--- config.mk ---
export PLATFORM = sky130hd
export DESIGN_NAME = uart_rx
export DESIGN_NICKNAME = d
export VERILOG_FILES = /design/src/rtl/uart_rx.sv
export SDC_FILE = /design/constraint.sdc
export NUM_CORES = 1
export LEC_CHECK = 0
export CAP_MARGIN = 40
export CORE_UTILIZATION = 62
export CTS_BUF_LIST = sky130_fd_sc_hd__clkbuf_2 sky130_fd_sc_hd__clkbuf_4 sky130_fd_sc_hd__clkbuf_8
export DETAILED_ROUTE_END_ITERATION = 8
export PLACE_DENSITY = 0.85
export SLEW_MARGIN = 20
export SYNTH_ARGS = -nofsm -noshare
export SYNTH_HDL_FRONTEND = slang
export SYNTH_SLANG_ARGS = --single-unit
export TNS_END_PERCENT = 1
--- constraint.sdc ---
create_clock -name clk -period 2.8 [get_ports clk]
set_input_delay 0.84 -clock clk [delete_from_list [all_inputs] [get_ports clk]]
set_output_delay 0.84 -clock clk [all_outputs]
set_load 0.1 [all_outputs]
--- src/rtl/uart_rx.sv ---
// -----------------------------------------------------------------------------
// uart_rx: 8N1 UART receiver, LSB first.
// The serial line passes through a two-flop synchroniser. The start bit is
// validated at mid-bit. Each data bit and the stop bit are then sampled at
// mid-bit. A good frame updates data_out and raises data_valid for one cycle.
// A low stop bit raises frame_err for one cycle and the byte is discarded.
// -----------------------------------------------------------------------------
`timescale 1ns/1ps

module uart_rx #(
    parameter int CLK_FREQ = 12_000_000,
    parameter int BAUDRATE = 9600
) (
    input  logic       clk,
    input  logic       reset,
    input  logic       rx_in,
    output logic [7:0] data_out,
    output logic       data_valid,
    output logic       frame_err,
    output logic       rx_busy
);

    localparam int          BAUD_CYCLES = CLK_FREQ / BAUDRATE;
    localparam int          HALF_CYCLES = BAUD_CYCLES / 2;
    localparam logic [31:0] BAUD_LAST   = 32'(BAUD_CYCLES - 1);
    localparam logic [31:0] HALF_LAST   = 32'(HALF_CYCLES - 1);

    typedef enum logic [2:0] {
        ST_IDLE      = 3'd0,
        ST_START     = 3'd1,
        ST_DATA      = 3'd2,
        ST_STOP      = 3'd3,
        ST_WAIT_IDLE = 3'd4
    } state_t;

    logic        rx_meta_r;
    logic        rx_sync_r;
    logic        rx_s;
    state_t      state_r;
    logic [31:0] baud_cnt_r;
    logic [2:0]  bit_cnt_r;
    logic [7:0]  shift_r;
    logic [7:0]  data_out_r;
    logic        data_valid_r;
    logic        frame_err_r;
    logic        rx_busy_r;
    logic        half_hit_s;
    logic        bit_hit_s;

    assign rx_s       = rx_sync_r;
    assign half_hit_s = (baud_cnt_r == HALF_LAST);
    assign bit_hit_s  = (baud_cnt_r == BAUD_LAST);

    assign data_out   = data_out_r;
    assign data_valid = data_valid_r;
    assign frame_err  = frame_err_r;
    assign rx_busy    = rx_busy_r;

    // Two-flop synchroniser for the asynchronous line; resets to the idle level.
    always_ff @(posedge clk) begin
        if (reset) begin
            rx_meta_r <= 1'b1;
            rx_sync_r <= 1'b1;
        end else begin
            rx_meta_r <= rx_in;
            rx_sync_r <= rx_meta_r;
        end
    end

    // Frame state machine with bit timing, shift register and registered strobes.
    always_ff @(posedge clk) begin
        if (reset) begin
            state_r      <= ST_IDLE;
            baud_cnt_r   <= 32'd0;
            bit_cnt_r    <= 3'd0;
            shift_r      <= 8'h00;
            data_out_r   <= 8'h00;
            data_valid_r <= 1'b0;
            frame_err_r  <= 1'b0;
            rx_busy_r    <= 1'b0;
        end else begin
            // Strobes last exactly one cycle unless set again below.
            data_valid_r <= 1'b0;
            frame_err_r  <= 1'b0;
            case (state_r)
                ST_IDLE: begin
                    baud_cnt_r <= 32'd0;
                    bit_cnt_r  <= 3'd0;
                    if (!rx_s) begin
                        state_r   <= ST_START;
                        rx_busy_r <= 1'b1;
                    end else begin
                        state_r   <= ST_IDLE;
                        rx_busy_r <= 1'b0;
                    end
                end
                ST_START: begin
                    if (half_hit_s) begin
                        baud_cnt_r <= 32'd0;
                        bit_cnt_r  <= 3'd0;
                        if (!rx_s) begin
                            state_r <= ST_DATA;
                        end else begin
                            // Line went back high before mid-bit: a glitch.
                            state_r   <= ST_IDLE;
                            rx_busy_r <= 1'b0;
                        end
                    end else begin
                        baud_cnt_r <= baud_cnt_r + 32'd1;
                    end
                end
                ST_DATA: begin
                    if (bit_hit_s) begin
                        baud_cnt_r         <= 32'd0;
                        shift_r[bit_cnt_r] <= rx_s;
                        if (bit_cnt_r == 3'd7) begin
                            bit_cnt_r <= 3'd0;
                            state_r   <= ST_STOP;
                        end else begin
                            bit_cnt_r <= bit_cnt_r + 3'd1;
                        end
                    end else begin
                        baud_cnt_r <= baud_cnt_r + 32'd1;
                    end
                end
                ST_STOP: begin
                    if (bit_hit_s) begin
                        baud_cnt_r <= 32'd0;
                        if (rx_s) begin
                            // Leaving at mid-stop-bit means no dead time before the next start bit.
                            data_out_r   <= shift_r;
                            data_valid_r <= 1'b1;
                            state_r      <= ST_IDLE;
                            rx_busy_r    <= 1'b0;
                        end else begin
                            frame_err_r <= 1'b1;
                            state_r     <= ST_WAIT_IDLE;
                        end
                    end else begin
                        baud_cnt_r <= baud_cnt_r + 32'd1;
                    end
                end
                ST_WAIT_IDLE: begin
                    // Hold off until the line is released, so a break gives only one error.
                    baud_cnt_r <= baud_cnt_r + 32'd1;
                    if (rx_s) begin
                        state_r   <= ST_IDLE;
                        rx_busy_r <= 1'b0;
                    end else begin
                        state_r <= ST_WAIT_IDLE;
                    end
                end
                default: begin
                    state_r    <= ST_IDLE;
                    baud_cnt_r <= 32'd0;
                    bit_cnt_r  <= 3'd0;
                    rx_busy_r  <= 1'b0;
                end
            endcase
        end
    end

endmodule

# Yosys cells after proc, flatten, opt, wreduce, memory -nomap -nowiden
# Cells that the tools add are included.
[word_totals] elab_cells=63 in_bits=3 regBits=59
[classes] mux=24 eq_ne=11 reduce_logical=10 magnitude_cmp=2 add_sub_neg=2 n_bitwise=4
[ops] operator="$pmux 32 s3" count=1
[ops] operator="$mux 32" count=2
[ops] operator="$add 32x1->32 const B" count=1
[ops] operator="$eq 32x10->1 const B" count=1
[ops] operator="$eq 32x11->1 const B" count=1
[ops] operator="$mux 3" count=8
[ops] operator="$pmux 3 s5" count=1
[ops] operator="$pmux 3 s3" count=1
[ops] operator="$reduce_and 3->1" count=3
[ops] operator="$bwmux 8" count=1
[ops] operator="$ne 2x2->1 const B" count=4
[ops] operator="$mux 1" count=7
[ops] operator="$eq 3x2->1 const B" count=2
[ops] operator="$eq 3x3->1 const B" count=2
[ops] operator="$pmux 1 s5" count=1
[ops] operator="$lt 3x4->1 const B" count=1
[ops] operator="$not 1->1" count=4
[ops] operator="$reduce_and 4->1" count=1
[ops] operator="$reduce_or 2->1" count=2
[ops] operator="$add 3x1->3 const B" count=1
[ops] operator="$demux 1 s3" count=1
[ops] operator="$eq 3x1->1 const B" count=1
[ops] operator="$ge 3x1->1 const B" count=1
[ops] operator="$logic_not 3->1" count=1
[ops] operator="other kinds (4)" count=4

# Longest topological paths before layout
[logic_depth] word_depth=5 depth_mapped=9 mapped_depth_nobuf=7

# Worst setup path before layout
# Ideal clock, no wire load.
[synth_timing] path_type="reg-to-reg" from="register baud_cnt_r[0]" to="register data_out_r[0] (netlist: data_out[0])" period_less_slack_ns=2.194 n_path_buf=1 t_required_ns=2.672 path_stages_with_launch=8 slack_ns=0.606 t_arrival_ns=2.066 setup_time_ns=0.128 path_cell_list="dfxtp_1 ha_1 nand4_1 or4b_1 buf_6 nor4_4 mux2i_1 nor2_1"
[synth_between] elab_chain_cells=2
[synth_rtl] item="start: declaration" line_no="40" source="logic [31:0] baud_cnt_r;"
[synth_rtl] item="start signal: assignment" line_no="109" source="baud_cnt_r <= baud_cnt_r + 32'd1;"
[synth_rtl] item="start signal: assignment" line_no="123" source="baud_cnt_r <= baud_cnt_r + 32'd1;"
[synth_rtl] item="start signal: assignment" line_no="140" source="baud_cnt_r <= baud_cnt_r + 32'd1;"
[synth_rtl] item="$eq 32x11->1" line_no="52" source="assign bit_hit_s = (baud_cnt_r == BAUD_LAST);"
[synth_rtl] item="$reduce_and 3->1 (no source line)"
[synth_rtl] item="end signal: assignment" line_no="131" source="data_out_r <= shift_r;"
[synth_rtl] item="end: declaration" line_no="43" source="logic [7:0] data_out_r;"
# Every way passes these cells.
# A chain may end at the register's enable or synchronous reset.

# Worst setup path in the final report
[layout_timing] from="register baud_cnt_r[0]" to="register bit_cnt_r[0]"
[layout_between] elab_chain_cells=3 word_cells_on_any_way=5 cone_classes="4 x eq/ne; 1 x reduce/logical"
[layout_rtl] item="$eq 32x11->1 or $eq 32x10->1 (tied branches)" line_no="52, 51"
[layout_rtl] item="$ne 2x2->1 (no source line)"
[layout_rtl] item="$reduce_and 3->1 (no source line) (*)"
[layout_rtl] item="end signal: assignment" line_no="120" source="bit_cnt_r <= bit_cnt_r + 3'd1;"
[layout_rtl] item="end: declaration" line_no="41" source="logic [2:0] bit_cnt_r;"
# Mark *: on every way between the ends. The rest lies on a longest branch, timed or not.

==> flow_summary.ini <==
[run_status]
status = finished clean

[timing]
period_share_pct = 83.75
final_hold_viol_count = 0
drv_slew = 0
max-slew-margin-rel_pct = 57.11
fmax_mhz = 426.4
setup_violations = 0
hold_ws_ns = 0.4088
tightest_slew_ns = 0.6433
setup_ws_ns = 0.4549
setup_tns_ns = 0
clock_skew_ns = 0.009289
period_needed_ns = 2.345
rsz0062_at_grt = no

[yosys]
yosysSeqAreaShare_pct = 42.93
synth_area_leader_cell = dfxtp_1
synthTopCellsByCount = dfxtp_1 (59), nor2_1 (52), xnor2_1 (20)
ys.flop_type = dfxtp_1
synth_cell_types = 40
yosys.area.top_type_share_pct = 42.93
syn-num-nets = 319
async_flop_share_pct = 0
netlist_instances = 311
synth_edf_count = 0
synth_seq_cells = 59
synth.most_common_cell = dfxtp_1
synth_area_mm2 = 0.002751
yosysWarnings = 0
syn_avg_cell_area_um2 = 8.847
synth.area.top_cells = dfxtp_1 (43%), nor2_1 (7.1%), xnor2_1 (6.4%)

[cts]
ctsHtreeMaxLevel = 3
post-cts-setup-buffers = 0
clk_latency_ns = 0.34
clockRootBuffer = clkbuf_8
cts.reportedPaths.clkPinSlew_ns = 0.07
ctsResizeCount = 0
cts-hold-fix-buffers = 0
cts_buffers = 9
cts_buffer_depth = 2
cts_tree = built
clock_sinks = 59

[setup_path]
max_stage_delay_ns = 0.61
crit_arrival_ns = 2.57
slowest_stage = o41ai_1
worstPathRequired_ns = 3.03
path_class = register to register
r2r_setup_slack_ns = 0.45
path_max_fanout = 6
cp-end-kind = register
startpoint_type = register
path_cells = inv_1 > ha_1 > nor4bb_1 > nand2_1 > o41ai_1 > nand3_1 > mux2i_1
r2r_start = baud_cnt_r[0]
startpoint = baud_cnt_r[0]

[power_and_ir_drop]
powerDensity_mw_per_mm2 = 584.5
peakVddDrop_mv = 0.3878
leakage_nw = 1.072
seqPwrFrac_pct = 48.9
p_sw_mw = 0.4822
fin_total_pwr_mw = 1.807
intPower_mw = 1.324
switching_share_pct = 26.69
power.clock.fraction_pct = 41.5
comb_power_share_pct = 9.6

[finish]
fin_util_pct = 75.10
final_area_mm2 = 0.003090
antenna_cells = 0
fin_nets = 335
drive_gt1_share_pct = 11.45
final_cells = 382
area_delta_synth_final_pct = 12.32

[drt]
num_vias = 2165
drtIter0Drc = 141
wirelength_um = 5055
postRouteAntennaNets = 0
wire_per_inst_um = 13.23
drc = 0
viasPerCell = 5.668
dr.pass1.iters = 4

[grt]
grt_max_degree = 33
antenna_found_initial = 0
grt_pass1_vias = 1970
grt_overflow_total = 0
grt_pass1_wl_um = 8487
grt.total_usage_pct = 25.10

[die]
die_x_um = 68.62
rows = 23
initial_core_util_pct = 66.86
die_h_um = 68.62
ioPinCount = 14
fp.coreArea_mm2 = 0.004115
dieArea_mm2 = 0.004708

[min_path]
hold_path_class = register to register
worstHoldStart = rx_meta_r

[placement]
routabilityCongestion = 0.7760
placed_cells_incl_taps = 366
dp_hpwl_um = 3499
pre_cts_slack_ns = 0.4417
dpl-instance-area_mm2 = 0.002898
portBuffers = 13

[run]
max-cap-violations = 0
layout by cell type (no fill, tap or decap), drive strengths merged, types with 3 or more instances in the layout:
cell,instances
nand2b,13
xor2,10
nand2,16
ha,5
and3,5
nand3b,4
nor4,12
o21ai,4
nor3,15
a211oi,3
nor2,52
nor2b,3
dfxtp,59
inv,10
and4,3
buf,16
mux2i,17
nand3,15
or4b,3
nand4,8
clkinv,4
xnor2,20
clkbuf,9
a21oi,4
power by group through the flow:
stage | clock network, mW | registers [mW] | logic, mW
finish | 0.750 | 0.883 | 0.174
CTS | 0.767 | 0.883 | 0.174
detailed placement | 0 | 0.902 | 0.174
global placement | 0 | 0.901 | 0.171
global route | 0.802 | 0.887 | 0.195
floorplan | 0 | 0.893 | 0.146
state kept, by name, summed over array words and instances, names as in the netlist:
register    count
baud_cnt_r     32
data_out        8
shift_r         8
bit_cnt_r       3
state_r         3
data_valid      1
frame_err       1
rx_busy         1
rx_meta_r       1
rx_s            1
area by class of cell:
cell class              instances  area (µm²)
clock buffers                   9       123.9
fillers                       304        1025
well taps                      50       62.56
repair buffers                 18       140.1
flip-flops and latches         59        1181
multi-input cells             229        1476
clock inverters                 7       68.82
inverters                      10       37.54
logic make-up after synthesis:
| family | count (synthesis) | share of synthesized area, % |
|---|---|---|
| AOI/OAI and AO/OA | 19 | 4.866 |
| muxes | 17 | 6.185 |
| and+or+nand+nor | 158 | 30.79 |
| adders and majority gates | 5 | 2.274 |
| xor gates and xnor gates | 30 | 9.550 |
| buffers and inverters | 23 | 3.411 |
| DFF | 59 | 42.93 |
layer usage:
| layer | vias to the layer above | global-route usage [%] | share of wire (%) |
|---|---|---|---|
| li1 | 1112 | - | - |
| met1 | 1003 | 27.83 | 45 |
| met2 | 42 | 43.38 | 50 |
| met3 | 8 | 9.375 | 4.3 |
| met4 | 0 | 9.375 | 1.6 |
| met5 | - | 0 | 0 |
final timing paths:
path	cells past startpoint	to
hold reg to reg	1	rx_s
setup reg to reg	7	bit_cnt_r[0]
setup / recovery	7	bit_cnt_r[0]
hold / removal	1	rx_s
critical path, delay by kind of cell (launching register included):
family                     cells  cell delay [ns]
and+or+nand+nor                3             0.88
muxes                          1             0.17
DFF                            1             0.36
buffers and inverters          1             0.08
AOI/OAI and AO/OA              1             0.61
adders and majority gates      1             0.13
(Power assumes the default switching activity.)
